### config.mk
export PLATFORM = sky130hd
export DESIGN_NAME = camera_emulator
export DESIGN_NICKNAME = d
export VERILOG_FILES = /design/src/rtl/cam_emu_pkg.sv /design/src/rtl/cam_pattern_gen.sv /design/src/rtl/camera_emulator.sv
export SDC_FILE = /design/constraint.sdc
export NUM_CORES = 1
export LEC_CHECK = 0
export CORE_UTILIZATION = 55
export CTS_CLUSTER_DIAMETER = 60
export DETAILED_ROUTE_END_ITERATION = 10
export PLACE_DENSITY = 0.79
export SLEW_MARGIN = 20
export SYNTH_ARGS = -nofsm -noshare
export SYNTH_HDL_FRONTEND = slang
export SYNTH_SLANG_ARGS = --single-unit
### constraint.sdc
create_clock -name CLK -period 9.5 [get_ports CLK]
set_clock_uncertainty 0.15 [all_clocks]
set_input_delay 1.9 -clock CLK [delete_from_list [all_inputs] [get_ports CLK]]
set_output_delay 1.9 -clock CLK [all_outputs]
set_load 0.03 [all_outputs]
### src/rtl/cam_emu_pkg.sv
// Shared definitions for the camera emulator.
// Holds the FSM state encoding, the MODE encodings, the pattern colours and
// the default OV7670-style QCIF timing values.
package cam_emu_pkg;

  typedef enum logic [2:0] {
    ST_IDLE    = 3'd0,
    ST_VSYNC   = 3'd1,
    ST_V_BACK  = 3'd2,
    ST_ACTIVE  = 3'd3,
    ST_V_FRONT = 3'd4
  } cam_state_t;

  localparam logic [1:0] MODE_SOLID    = 2'd0;
  localparam logic [1:0] MODE_BARS     = 2'd1;
  localparam logic [1:0] MODE_CHECKER  = 2'd2;
  localparam logic [1:0] MODE_GRADIENT = 2'd3;

  // Bar colours, index 0 is the leftmost bar (packed: first listed = index 7).
  localparam logic [7:0][15:0] BAR_COLORS = {
    16'h0000, 16'h001F, 16'hF800, 16'hF81F,
    16'h07E0, 16'h07FF, 16'hFFE0, 16'hFFFF
  };

  localparam logic [15:0] CHECK_EVEN = 16'hF800;
  localparam logic [15:0] CHECK_ODD  = 16'hFFFF;

  localparam int DEF_H_ACTIVE    = 176;
  localparam int DEF_V_ACTIVE    = 144;
  localparam int DEF_H_BLANK     = 48;
  localparam int DEF_VSYNC_LINES = 3;
  localparam int DEF_V_BACK      = 17;
  localparam int DEF_V_FRONT     = 10;

  function automatic int max4(input int a, input int b, input int c, input int d);
    int m;
    m = a;
    if (b > m) m = b;
    if (c > m) m = c;
    if (d > m) m = d;
    return m;
  endfunction

endpackage

### src/rtl/cam_pattern_gen.sv
// Combinational test-pattern generator.
// Ports:
//   x, y   : pixel coordinates within the active window
//   mode   : pattern select (solid, bars, checkerboard, gradient)
//   color  : RGB565 colour used by the solid pattern
//   pixel  : RGB565 result
module cam_pattern_gen
  import cam_emu_pkg::*;
#(
  parameter int H_ACTIVE = DEF_H_ACTIVE
) (
  input  logic [7:0]  x,
  input  logic [7:0]  y,
  input  logic [1:0]  mode,
  input  logic [15:0] color,
  output logic [15:0] pixel
);

  logic [10:0] bar_num;
  logic [2:0]  bar_idx;
  logic        unused_y_bits;

  // bar = x*8/H_ACTIVE; clamped so coordinates past the active width
  // cannot index outside the colour table.
  assign bar_num = 11'({x, 3'b000} / H_ACTIVE);
  assign bar_idx = (bar_num > 11'd7) ? 3'd7 : bar_num[2:0];

  // The low row bits only matter for finer patterns than these.
  assign unused_y_bits = ^y[2:0];

  always_comb begin
    pixel = color;
    case (mode)
      MODE_SOLID:    pixel = color;
      MODE_BARS:     pixel = BAR_COLORS[bar_idx];
      MODE_CHECKER:  pixel = (x[4] ^ y[4]) ? CHECK_ODD : CHECK_EVEN;
      MODE_GRADIENT: pixel = {x[7:3], 6'b000000, y[7:3]};
      default:       pixel = color;
    endcase
  end

endmodule

### src/rtl/camera_emulator.sv
// OV7670-style parallel camera bus transmitter producing test patterns.
// PCLK runs at CLK/2; HREF, VSYNC and DATA are registered and only change on
// the CLK edge where PCLK falls, so they are stable around every PCLK rise.
// Ports:
//   CLK, RESET_N : system clock, asynchronous active-low reset
//   ENABLE       : run frames back to back while high (sampled at frame edges)
//   MODE, COLOR  : pattern select and solid colour, latched at frame start
//   PCLK, HREF, VSYNC, DATA : camera bus towards the receiver
//   FRAME_DONE   : one-CLK pulse on the last byte of every frame
//   DBG_STATE    : current frame FSM state
module camera_emulator
  import cam_emu_pkg::*;
#(
  parameter int H_ACTIVE    = DEF_H_ACTIVE,
  parameter int V_ACTIVE    = DEF_V_ACTIVE,
  parameter int H_BLANK     = DEF_H_BLANK,
  parameter int VSYNC_LINES = DEF_VSYNC_LINES,
  parameter int V_BACK      = DEF_V_BACK,
  parameter int V_FRONT     = DEF_V_FRONT
) (
  input  logic        CLK,
  input  logic        RESET_N,
  input  logic        ENABLE,
  input  logic [1:0]  MODE,
  input  logic [15:0] COLOR,
  output logic        PCLK,
  output logic        HREF,
  output logic        VSYNC,
  output logic [7:0]  DATA,
  output logic        FRAME_DONE,
  output logic [2:0]  DBG_STATE
);

  localparam int LINE_LEN  = 2 * H_ACTIVE + H_BLANK;
  localparam int MAX_LINES = max4(VSYNC_LINES, V_BACK, V_ACTIVE, V_FRONT);
  localparam int BYTE_W    = (LINE_LEN > 1) ? $clog2(LINE_LEN) : 1;
  localparam int LINE_W    = (MAX_LINES > 1) ? $clog2(MAX_LINES) : 1;

  localparam logic [BYTE_W-1:0] BYTE_LAST = BYTE_W'(LINE_LEN - 1);
  localparam logic [BYTE_W-1:0] HREF_END  = BYTE_W'(2 * H_ACTIVE);
  localparam logic [LINE_W-1:0] FRONT_END = LINE_W'(V_FRONT - 1);

  cam_state_t        state, nxt_state;
  logic              phase;
  logic              fall;
  logic [BYTE_W-1:0] byte_cnt, nxt_byte;
  logic [LINE_W-1:0] line_cnt, nxt_line, line_last;
  logic [1:0]        mode_q;
  logic [15:0]       color_q;
  logic [15:0]       pixel;
  logic              nxt_href, nxt_vsync, nxt_done;
  logic [7:0]        nxt_data;

  // phase is PCLK; when it is 1 the coming edge is the PCLK falling edge,
  // the only edge on which the bus and the frame position move.
  assign fall      = phase;
  assign PCLK      = phase;
  assign DBG_STATE = state;

  always_comb begin
    line_last = '0;
    case (state)
      ST_VSYNC:   line_last = LINE_W'(VSYNC_LINES - 1);
      ST_V_BACK:  line_last = LINE_W'(V_BACK - 1);
      ST_ACTIVE:  line_last = LINE_W'(V_ACTIVE - 1);
      ST_V_FRONT: line_last = FRONT_END;
      default:    line_last = '0;
    endcase
  end

  // Next frame position. IDLE keeps both counters at zero, so entering
  // VSYNC starts at byte 0 of line 0.
  always_comb begin
    nxt_state = state;
    nxt_byte  = byte_cnt;
    nxt_line  = line_cnt;
    if (fall) begin
      if (state == ST_IDLE) begin
        if (ENABLE) nxt_state = ST_VSYNC;
      end else if (byte_cnt == BYTE_LAST) begin
        nxt_byte = '0;
        if (line_cnt == line_last) begin
          nxt_line = '0;
          case (state)
            ST_VSYNC:   nxt_state = ST_V_BACK;
            ST_V_BACK:  nxt_state = ST_ACTIVE;
            ST_ACTIVE:  nxt_state = ST_V_FRONT;
            ST_V_FRONT: nxt_state = ENABLE ? ST_VSYNC : ST_IDLE;
            default:    nxt_state = ST_IDLE;
          endcase
        end else begin
          nxt_line = line_cnt + 1'b1;
        end
      end else begin
        nxt_byte = byte_cnt + 1'b1;
      end
    end
  end

  // Outputs are derived from the position being entered, so the registered
  // bus lines up with the counters after the edge.
  cam_pattern_gen #(
    .H_ACTIVE (H_ACTIVE)
  ) u_pattern (
    .x     (8'(nxt_byte >> 1)),
    .y     (8'(nxt_line)),
    .mode  (mode_q),
    .color (color_q),
    .pixel (pixel)
  );

  always_comb begin
    nxt_href  = (nxt_state == ST_ACTIVE) && (nxt_byte < HREF_END);
    nxt_vsync = (nxt_state == ST_VSYNC);
    nxt_done  = (nxt_state == ST_V_FRONT) && (nxt_line == FRONT_END) &&
                (nxt_byte == BYTE_LAST);
    nxt_data  = 8'h00;
    if (nxt_href) nxt_data = nxt_byte[0] ? pixel[7:0] : pixel[15:8];
  end

  always_ff @(posedge CLK or negedge RESET_N) begin
    if (!RESET_N) begin
      phase      <= 1'b0;
      state      <= ST_IDLE;
      byte_cnt   <= '0;
      line_cnt   <= '0;
      mode_q     <= MODE_SOLID;
      color_q    <= '0;
      HREF       <= 1'b0;
      VSYNC      <= 1'b0;
      DATA       <= '0;
      FRAME_DONE <= 1'b0;
    end else begin
      phase      <= ~phase;
      FRAME_DONE <= 1'b0;
      if (fall) begin
        state      <= nxt_state;
        byte_cnt   <= nxt_byte;
        line_cnt   <= nxt_line;
        HREF       <= nxt_href;
        VSYNC      <= nxt_vsync;
        DATA       <= nxt_data;
        FRAME_DONE <= nxt_done;
        // Pattern inputs are frozen for the whole frame from VSYNC entry.
        if (nxt_state == ST_VSYNC && state != ST_VSYNC) begin
          mode_q  <= MODE;
          color_q <= COLOR;
        end
      end
    end
  end

endmodule
==> impl_metrics.py <==
metrics = {
    "status": {
        "status": "finished clean",
    },
    "cts": {
        "ctsResizeCount": 0,
        "cts_tree": "built",
        "h-tree-depth": 2,
        "clk_path_buf_depth": 2,
        "post_cts_buffers": 0,
        "cts_made_buffers": 5,
        "clkLatencyLatePin_ps": 310,
        "hold_buffers": 0,
        "cts-root-buf": "clkbuf_8",
        "path_clk_slew_ps": 90,
        "cts_sinks": 50,
    },
    "routing": {
        "drt_iter0_markers": 228,
        "vias": 3345,
        "ant_nets": 0,
        "wirelength_um": 8990,
        "routedWlPerCell_um": 18.0,
        "viasPerCell": 6.69,
        "drc": 0,
        "first_pass_iters": 6,
    },
    "yosys": {
        "ys_seq_elements": 50,
        "synthFlopType": "dfrtp_1",
        "synthMostInstantiatedCell": "dfrtp_1",
        "syn-num-nets": 428,
        "synth_cells": 404,
        "synth.distinct_cells": 78,
        "synth_top_area_cell": "dfrtp_1",
        "synth_common_cells": "50 x dfrtp_1, 44 x nand2_1, 28 x nor2_1, 21 x o21ai_0, 20 x a21oi_1",
        "async_flop_share": 1.00,
        "syn_area_per_cell_um2": 8.79,
        "ys.warnings.count": 0,
        "synth.area.top_cells": "dfrtp_1 35%, mux2_2 6.0%, nand2_1 4.7%, nor2_1 3.0%, o21ai_0 3.0%",
        "synth-seq-area-share": 0.352,
        "synth_top_area_frac": 0.352,
        "syn_area_mm2": 0.00355,
        "synth_edf_count": 0,
    },
    "power_and_ir_drop": {
        "power_frac_comb": 0.035,
        "pwr-share-seq": 0.615,
        "power.ir.vdd_worst_mv": 0.0874,
        "leakagePower_nw": 1.62,
        "p_clk_frac": 0.350,
        "switching_share": 0.219,
        "power.switching_uw": 75.7,
        "power_density_mw_per_mm2": 86.8,
        "power.internal_uw": 270,
    },
    "sta": {
        "fmax_ghz": 0.187,
        "setup_viol_count_final": 0,
        "min_period_over_period": 0.563,
        "tightest_slew_ps": 843,
        "hold_violations": 0,
        "maxSlewViolCount": 0,
        "slew_headroom": 0.423,
        "fin_tns_setup_ps": 0,
        "rsz0062_at_grt": "false",
        "period_needed_ps": 5350,
    },
    "setup_path": {
        "end_kind": "flip-flop",
        "path_class": "flip-flop to flip-flop",
        "crit_path_start_kind": "flip-flop",
        "cpLargestDelayFamily": "compound AO/OA/AOI/OAI gates",
        "r2r_end": "DATA[1]",
        "cp.arrival_ps": 5430,
        "worst-path-buf-inv": 0,
        "worst-path-max-fanout": 17,
        "slowest_delay_ps": 700,
        "slowest_stage": "o31ai_1",
        "required_ps": 9580,
        "cp_common_cell": "o221ai_1",
        "reg2reg_depth": 14,
        "timing.rr.start": "DBG_STATE[1]",
        "r2r_setup_slack_ps": 4150,
        "path_cells": "o31ai_4 -> or3_1 -> nand3_1 -> nor3_2 -> ha_1 -> nor2b_1 -> nand4_1 -> o31ai_1 -> mux2_2 -> o221ai_1 -> nor2_1 -> a211oi_2 -> o221ai_1 -> o21ai_0",
    },
    "cells_and_area": {
        "ff_latch_area_mm2": 0.00125,
        "stdcell_area_mm2": 0.00399,
        "drive_above_1_share": 0.115,
        "syn_to_final_growth_pct": 12.2,
        "multiInputGateArea_mm2": 0.00213,
        "antenna_cells": 0,
        "fillers": 489,
        "final_nets": 449,
    },
    "floorplan": {
        "die_w_um": 82.4,
        "ios": 36,
        "dieArea_mm2": 0.00678,
        "start_util": 0.586,
        "die_h_um": 82.4,
        "core_area_mm2": 0.00606,
        "rows": 28,
    },
    "placed_design": {
        "gp_congestion": 0.940,
        "hpwl_um": 6410,
        "place.port_buffers": 35,
        "dpl_cell_area_mm2": 0.00390,
    },
    "global_routing": {
        "grt_max_degree": 51,
        "grt_pass1_wl_um": 14600,
        "antenna_found_initial": 0,
        "gr-usage-all-layers": 0.284,
        "grt_pass1_vias": 3012,
        "grt_overflow": 0,
    },
    "job": {
        "drv_cap": 0,
    },
    "hold_path": {
        "min_to": "VSYNC",
        "hold_depth": 1,
        "hp-start": "VSYNC",
        "hp-class": "flip-flop to flip-flop",
    },
}
## registers in the layout (all words and copies together), names as in the netlist
name / cells
color_q: 16
byte_cnt: 9
DATA: 8
line_cnt: 8
DBG_STATE: 3
mode_q: 2
FRAME_DONE: 1
HREF: 1
PCLK: 1
VSYNC: 1
## worst register-to-register path, stage by stage, from the launching register on
cell and delay, ps:
dfrtp_1 540, o31ai_4 700, or3_1 330, nand3_1 210, nor3_2 470, ha_1 360
nor2b_1 230, nand4_1 160, o31ai_1 700, mux2_2 410, o221ai_1 220, nor2_1 80
a211oi_2 340, o221ai_1 160, o21ai_0 190
## stage by stage
| step | cells | setup WS (ps) | util | hold WS (ps) | total power, mW |
|---|---|---|---|---|---|
| 2_1_floorplan | 404 | 5180 | - | 315 | 0.217 |
| 3_3_place_gp | 493 | 4560 | 0.643 | 329 | 0.229 |
| 3_5_place_dp | 493 | 4350 | 0.643 | 325 | 0.229 |
| 4_1_cts | 500 | 4320 | 0.657 | 357 | 0.348 |
| 5_1_grt | 500 | 3860 | 0.658 | 393 | 0.360 |
| 6_report | 500 | 4150 | 0.658 | 353 | 0.346 |
## logic make-up (layout without fill, tap and decap cells)
logic type	Yosys count	after routing	share of synthesized area
simple gates	157	157	0.237
compound gates	118	118	0.243
flops	50	50	0.352
buf+inv	38	59	0.0479
mux	23	23	0.0719
xor+xnor	15	15	0.0370
fa+ha+maj	3	3	0.0106
## power groups by stage
stage               clock, mW  sequential [mW]  combinational, mW
global route            0.133            0.213             0.0136
detailed placement          0            0.217             0.0123
CTS                     0.123            0.213             0.0123
global placement            0            0.217             0.0122
finish                  0.121            0.213             0.0120
floorplan                   0            0.217           0.000301
## area by class of cell
type | instances | share of cell area
tap | 75 | 0.0235
timing repair buffer | 39 | 0.0948
multi-input combinational | 316 | 0.534
sequential | 50 | 0.314
clock inverter | 2 | 0.00377
inverter | 13 | 0.0122
clock buffer | 5 | 0.0173
## layer usage
metal | routed length, um | up-vias | global-route usage
li1 | - | 1564 | -
met1 | 4100 | 1615 | 0.389
met2 | 4280 | 154 | 0.470
met3 | 541 | 12 | 0.0462
met4 | 68 | 0 | 0.0632
met5 | 0 | - | 0
## layout by cell type (no fill, tap or decap), drive strengths merged, types with 3 or more instances in the layout
cell type      netlist  final
nor4                 4      4
o31ai                6      6
clkbuf              13      5
o221ai               5      5
and3                 3      3
ha                   3      3
and2                 3      3
or3                  5      5
dfrtp               50     50
or4                  3      3
clkdlybuf4s50        0     34
o211ai               6      6
or2                  4      4
mux2i                3      3
nand2               44     44
mux2                20     20
inv                 10     10
nand3               14     14
a21boi               3      3
xnor2               11     11
nor2b                5      5
nand4                8      8
o21ai               23     23
nor3b                4      4
nor2                28     28
o31a                 5      5
nand2b               4      4
buf                 12      5
nor3                19     19
a211oi               6      6
o22ai                4      4
a21oi               20     20
clkinv               3      3
a31oi                5      5
o2bb2ai              3      3
xor2                 4      4
## worst max path at each step
stage	slack (ps)	depth (start not counted)	start	end
after CTS	4320	14	DBG_STATE[1]	DATA[0]
after floorplan	5180	16	DBG_STATE[2]	DATA[0]
after global placement	4560	14	DBG_STATE[1]	DATA[0]
after detailed placement	4350	14	DBG_STATE[1]	DATA[0]
after global routing	3860	14	DBG_STATE[1]	DATA[1]
final	4150	14	DBG_STATE[1]	DATA[1]
No activity file was read; power rests on OpenSTA's default activity.
